## src/rtl/hdlc_pkg.sv

```systemverilog
// hdlc_pkg: encodings shared by the HDLC transmit path.
// Arbiter FSM states and the HDLC byte width.
package hdlc_pkg;

  localparam int HDLC_BYTE_W = 8;

  typedef enum logic [1:0] {
    ST_IDLE = 2'd0,
    ST_XFER = 2'd1,
    ST_GAP  = 2'd2
  } arb_st_e;

endpackage

```

## src/rtl/rr_pick_onehot.sv

```systemverilog
// rr_pick_onehot: round-robin pick starting after ptr.
// Rotate, priority-encode, rotate back; ptr itself is checked last.
module rr_pick_onehot #(
  parameter int NUM_CH = 4,
  parameter int IDX_W  = $clog2(NUM_CH)
) (
  input  logic [NUM_CH-1:0] req,
  input  logic [IDX_W-1:0]  ptr,
  output logic [NUM_CH-1:0] pick,
  output logic [IDX_W-1:0]  idx,
  output logic              found
);

  localparam int SW = IDX_W + 1;

  logic [2*NUM_CH-1:0] dbl;
  logic [NUM_CH-1:0]   rot;
  logic [SW-1:0]       off;
  logic [SW-1:0]       sum;

  always_comb begin
    dbl   = {req, req};
    // rot[j] is req[(ptr + 1 + j) mod NUM_CH]
    rot   = NUM_CH'(dbl >> (ptr + 1));
    off   = '0;
    for (int j = NUM_CH - 1; j >= 0; j--) begin
      if (rot[j]) off = SW'(j);
    end
    sum   = off + {1'b0, ptr} + SW'(1);
    if (sum >= SW'(NUM_CH)) sum = sum - SW'(NUM_CH);
    idx   = sum[IDX_W-1:0];
    found = |req;
    pick  = found ? (NUM_CH'(1) << idx) : '0;
  end

endmodule

```

## src/rtl/hdlc_tx_pkt_arbiter.sv

```systemverilog
// hdlc_tx_pkt_arbiter: packet-level round-robin mux onto one HDLC
// transmit stream, holding each grant to tlast, then an idle gap.
module hdlc_tx_pkt_arbiter
  import hdlc_pkg::*;
#(
  parameter int NUM_CH    = 4,
  parameter int ID_WIDTH  = 5,
  parameter int GAP_WIDTH = 16
) (
  input  logic                         clk,
  input  logic                         rstn,
  input  logic [NUM_CH-1:0]            cfg_ch_en,
  input  logic [GAP_WIDTH-1:0]         cfg_gap,
  input  logic [NUM_CH*8-1:0]          s_axis_tdata,
  input  logic [NUM_CH-1:0]            s_axis_tvalid,
  output logic [NUM_CH-1:0]            s_axis_tready,
  input  logic [NUM_CH-1:0]            s_axis_tlast,
  input  logic [NUM_CH*ID_WIDTH-1:0]   s_axis_tdest,
  output logic [7:0]                   m_axis_tdata,
  output logic                         m_axis_tvalid,
  input  logic                         m_axis_tready,
  output logic                         m_axis_tlast,
  output logic [ID_WIDTH-1:0]          m_axis_tid,
  output logic [ID_WIDTH-1:0]          m_axis_tdest,
  output logic [NUM_CH-1:0]            grant,
  output logic                         busy,
  output logic [31:0]                  pkt_cnt
);

  localparam int IDX_W = $clog2(NUM_CH);
  localparam int BW    = HDLC_BYTE_W;

  arb_st_e               state_q;
  arb_st_e               state_d;
  logic [NUM_CH-1:0]     grant_q;
  logic [IDX_W-1:0]      ptr_q;
  logic [GAP_WIDTH-1:0]  gap_cnt_q;
  logic [31:0]           pkt_cnt_q;

  logic [NUM_CH-1:0]     req;
  logic [NUM_CH-1:0]     pick;
  logic [IDX_W-1:0]      pick_idx;
  logic                  found;
  logic                  hs;
  logic                  eof;
  logic                  gap_last;
  logic                  load;

  assign req = s_axis_tvalid & cfg_ch_en;

  rr_pick_onehot #(
    .NUM_CH (NUM_CH),
    .IDX_W  (IDX_W)
  ) u_pick (
    .req   (req),
    .ptr   (ptr_q),
    .pick  (pick),
    .idx   (pick_idx),
    .found (found)
  );

  assign hs  = m_axis_tvalid & m_axis_tready;
  assign eof = hs & m_axis_tlast;

  // The final gap cycle doubles as the arbitration cycle, so the
  // output stays quiet for exactly cfg_gap cycles between frames.
  assign gap_last = (state_q == ST_GAP) &&
                    (gap_cnt_q <= GAP_WIDTH'(1));
  assign load     = found &&
                    ((state_q == ST_IDLE) || gap_last);

  always_ff @(posedge clk) begin
    if (!rstn) state_q <= ST_IDLE;
    else       state_q <= state_d;
  end

  always_comb begin
    state_d = state_q;
    unique case (state_q)
      ST_IDLE: if (found) state_d = ST_XFER;
      ST_XFER: begin
        if (eof)
          state_d = (cfg_gap != '0) ? ST_GAP : ST_IDLE;
      end
      ST_GAP: begin
        if (gap_last)
          state_d = found ? ST_XFER : ST_IDLE;
      end
      default: state_d = ST_IDLE;
    endcase
  end

  always_ff @(posedge clk) begin
    if (!rstn) begin
      grant_q <= '0;
      ptr_q   <= '0;
    end else if (load) begin
      grant_q <= pick;
      ptr_q   <= pick_idx;
    end else if (eof) begin
      grant_q <= '0;
    end
  end

  always_ff @(posedge clk) begin
    if (!rstn)
      gap_cnt_q <= '0;
    else if (eof)
      gap_cnt_q <= cfg_gap;
    else if (state_q == ST_GAP)
      gap_cnt_q <= gap_cnt_q - GAP_WIDTH'(1);
  end

  always_ff @(posedge clk) begin
    if (!rstn)    pkt_cnt_q <= '0;
    else if (eof) pkt_cnt_q <= pkt_cnt_q + 32'd1;
  end

  // ptr_q holds the granted index for the whole frame.
  always_comb begin
    s_axis_tready = '0;
    m_axis_tvalid = 1'b0;
    m_axis_tlast  = 1'b0;
    m_axis_tdata  = '0;
    m_axis_tid    = '0;
    m_axis_tdest  = '0;
    if (state_q == ST_XFER) begin
      s_axis_tready[ptr_q] = m_axis_tready;
      m_axis_tvalid = s_axis_tvalid[ptr_q];
      m_axis_tlast  = s_axis_tlast[ptr_q];
      m_axis_tdata  = s_axis_tdata[ptr_q*BW +: BW];
      m_axis_tid    = ID_WIDTH'(ptr_q);
      m_axis_tdest  = s_axis_tdest[ptr_q*ID_WIDTH +: ID_WIDTH];
    end
  end

  assign grant   = grant_q;
  assign busy    = (state_q != ST_IDLE);
  assign pkt_cnt = pkt_cnt_q;

endmodule

```

## config.mk

```make
export PLATFORM = sky130hd
export DESIGN_NAME = hdlc_tx_pkt_arbiter
export DESIGN_NICKNAME = d
export VERILOG_FILES = /design/src/rtl/hdlc_pkg.sv /design/src/rtl/rr_pick_onehot.sv /design/src/rtl/hdlc_tx_pkt_arbiter.sv
export SDC_FILE = /design/constraint.sdc
export NUM_CORES = 1
export LEC_CHECK = 0
export BUFFER_PORTS_ARGS = -buffer_cell sky130_fd_sc_hd__buf_2
export CORE_ASPECT_RATIO = 0.6
export CORE_MARGIN = 4
export CORE_UTILIZATION = 40
export CTS_BUF_LIST = sky130_fd_sc_hd__clkbuf_4 sky130_fd_sc_hd__clkbuf_8
export CTS_CLUSTER_SIZE = 24
export DETAILED_ROUTE_END_ITERATION = 10
export PLACE_DENSITY = 0.73
export SETUP_SLACK_MARGIN = 0.4
export SKIP_CTS_REPAIR_TIMING = 1
export SLEW_MARGIN = 10
export SYNTH_ARGS = -nofsm -noshare
export SYNTH_HDL_FRONTEND = slang
export SYNTH_HIERARCHICAL = 1
export SYNTH_SLANG_ARGS = --single-unit
```

## constraint.sdc

```tcl
create_clock -name clk -period 2.9 [get_ports clk]
set_clock_uncertainty 0.1 [all_clocks]
set_input_delay 0.435 -clock clk [delete_from_list [all_inputs] [get_ports clk]]
set_output_delay 0.435 -clock clk [all_outputs]
set_load 0.01 [all_outputs]
```

==> metrics.md <==
| Metric | Value |
|---|---|
| Reg clk slew, reported paths | about 110 ps |
| Max Freq | ~380 MHz |
| Flop pwr share | 36.5% |
| RSZ-0062 raised after global routing | true |
| Core box area | 8556 µm² |
| Die height | approximately 81 µm |
| DRC | 0 |
| Most frequent CP cell | or4_4 |
| Layout cells sized above 1 | roughly a third |
| Pwr Density | between 500 and 600 nW/µm² |
| Diodes inserted | 0 |
| Main area contributors after synthesis | dfxtp_1, mux4_2, nor2_1 |
| Async SR Flop Fraction | 0% |
| Critical path class | flop to flop |
| Net switching power | between 0.9 and 1 mW |
| Critical-path cell list | or4_4 -> or4_4 -> or4_4 -> a211o_4 -> mux2i_1 |
| CTS tree | done |
| Vias | around 3.6k |
| Min Tclk post-route | 2611 ps |
| Final period util | between 90% and 100% |
| Via density per instance | between 5 and 6 |
| Vias in the first global route | 3383 |
| Critical Path AT | 2720 ps |
| Crit path largest cell delay | 560 ps |
| Most frequent cells after synthesis | dfxtp_1, nor2_1, nand2_1 |
| Worst Path Max Fanout | 7 |
| Initial core utilization | between 40 and 50% |
| DP HPWL | roughly 8.0 mm |
| Register area | ~1100 µm² |
| Synthesis-to-finish area growth | 24.97% |
| Die area | 10460 µm² |
| DR WL/cell | 15.33 µm |
| Most common cell in the netlist | dfxtp_1 |
| Pleak | 1.921 nW |
| Pre-Repair DR Iteration Count | 4 |
| IO Pins | around 140 |
| Highest ir drop seen on vdd | about 0.00022 V |
| Number of synthesized flops with an enable pin | 0 |
| Multi-input logic area | about 2300 µm² |
| First-pass GRT wire length | roughly 16 mm |
| Post-synth top area share | a little under a third |
| Clk pwr share | a little under a fifth |
| Seq/Total Area, Yosys | 31.69% |
| Total wire length | ~10 mm |
| Mapped cell area | between 3000 and 4000 µm² |
| Yosys warnings | 6 |
| Clk buf depth | 2 |
| Design Power | between 2 and 2.5 mW |
| Fillers | approximately 830 |
| # rows | 26 |
| GR Util All Layers | approximately a fifth |
| Buf/Inv on CP | 0 |
| Final max-slew violation count | 0 |
| Worst Setup Slack, final | slightly below 300 ps |
| Unique masters post-synth | ~50 |
| CTS Buf Count | 5 |
| Remaining antenna violation count | 0 |
| Max_cap viols | 0 |
| Combinational power share | 45.1% |
| Max-slew headroom | a little over half |
| Post-DP Area | around 4300 µm² |
| Hold crit path type | input pin to flop |
| Area leader, netlist | dfxtp_1 |
| Layout net count | 637 |
| Clk sinks | between 50 and 60 |
| Final RePlAce weighted congestion | just over 0.9 |
| Status | finished, final reports clean |
| Grt ovf | 0 |
| Initial drt markers | roughly 240 |
| P_int | between 1.5 and 2 mW |
| Number of H-tree levels | 2 |
| Main synth FF type | dfxtp_1 |
| Startpoint class of the critical path | flop |
| Die Width | 129.4 µm |
| Worst Max-Slew Pin Slew | a little over 700 ps |
| Crit-path slowest cell | or4_4 |
| Finish-stage setup viols | 0 |
| Count of final hold-check violations | 0 |
| Worst path required time | between 3000 and 4000 ps |
| Synth Area per Inst | ~8.4 µm² |
| Switch share | between 30% and 40% |
| Clk_lat worst skew | slightly above 300 ps |
| Largest net degree at the start of global routing | about 50 |
| IO Port Bufs | 140 |
| Number of synthesized register bits | 56 |
| Setup TNS | 0 ps |
| Worst Setup End Kind | flop |
| Post-route cell area | 4420 µm² |
| Syn Inst Count | around 420 |
| Antenna violations before repair | 0 |
| Dpl ws | 260.4 ps |
| Clock Root Buffer | clkbuf_8 |
| Top delay family on crit path | simple AND/OR/NAND/NOR gates |
## final timing paths
kind                            cells after the start      endpoint  slack (ps)           from
worst max-delay path                                5      grant[1]         290  gap_cnt_q[11]
worst min register to register                      2      grant[0]         370       grant[0]
worst max register to register                      5      grant[1]         290  gap_cnt_q[11]
worst min-delay path                                3  gap_cnt_q[1]         300     cfg_gap[1]
## kinds of logic after synthesis
family | synth area share, %
flops | 31.69
other cells | 0.1060
simple gates | 30.49
fa+ha+maj | 1.769
mux | 12.80
xor+xnor | 7.429
buf+inv | 5.093
compound gates | 10.61
## cell usage in the layout (no fill, tap or decap), types with 4 or more instances in the layout
cell / n
a21oi_1: 30
and2_1: 6
and3_1: 9
and4_1: 4
buf_2: 140
buf_4: 7
clkbuf_8: 5
dfxtp_1: 53
ha_1: 5
inv_1: 12
mux2i_1: 10
mux4_2: 15
nand2_1: 30
nand3_1: 20
nand4_1: 20
nor2_1: 55
nor2b_1: 19
nor3_1: 7
nor4_1: 7
o211ai_1: 4
o21ai_0: 7
or3_1: 5
or4_4: 4
xnor2_1: 9
xor2_1: 21
## state kept, by name, summed over array words and instances, names as in the netlist
signal and cells:
pkt_cnt 32, gap_cnt_q 16, grant 4, ptr_q 2, state_q 2
## final cells by class
| cell class | count | share of cell area, % |
|---|---|---|
| clock buffers | 7 | 1.896 |
| clock inverters | 1 | 0.1981 |
| inverters | 12 | 1.019 |
| multi-input cells | 327 | 51.23 |
| flip-flops and latches | 56 | 25.45 |
| well taps | 112 | 3.170 |
| repair buffers | 147 | 17.04 |
## power by group through the flow
| stage | Combinational (mW) | Sequential, mW | Clock, mW |
|---|---|---|---|
| 2_1_floorplan | 0.863 | 0.881 | 0 |
| 3_3_place_gp | 1.08 | 0.913 | 0 |
| 3_5_place_dp | 1.11 | 0.918 | 0 |
| 4_1_cts | 1.11 | 0.899 | 0.462 |
| 5_1_grt | 1.23 | 0.915 | 0.492 |
| 6_report | 1.12 | 0.904 | 0.454 |
## worst register-to-register path: cells and delay by family (launching register included)
kind | cells | cell delay (ps)
compound gates | 1 | 410
flops | 1 | 340
mux | 1 | 140
simple gates | 3 | 1510
## per-layer routing
metal  vias to the layer above  GRT usage, %  routed length (µm)
met1                      1677         26.11                4892
met2                       120         30.37                4424
met5                         -             0                   0
met3                         4         4.205                 807
met4                         0         2.935                  25
li1                       1764             -                   -
## through the flow
stage / cells / util (%) / hold WS (ps)
after floorplan: 423 / - / 357.1
after global placement: 654 / 50.37 / 359.6
after detailed placement: 654 / 50.37 / 363.5
after CTS: 662 / 51.45 / 287.5
after global routing: 662 / 51.67 / 308.9
final: 662 / 51.67 / 300.0
Power figures use the tool's default switching activity.
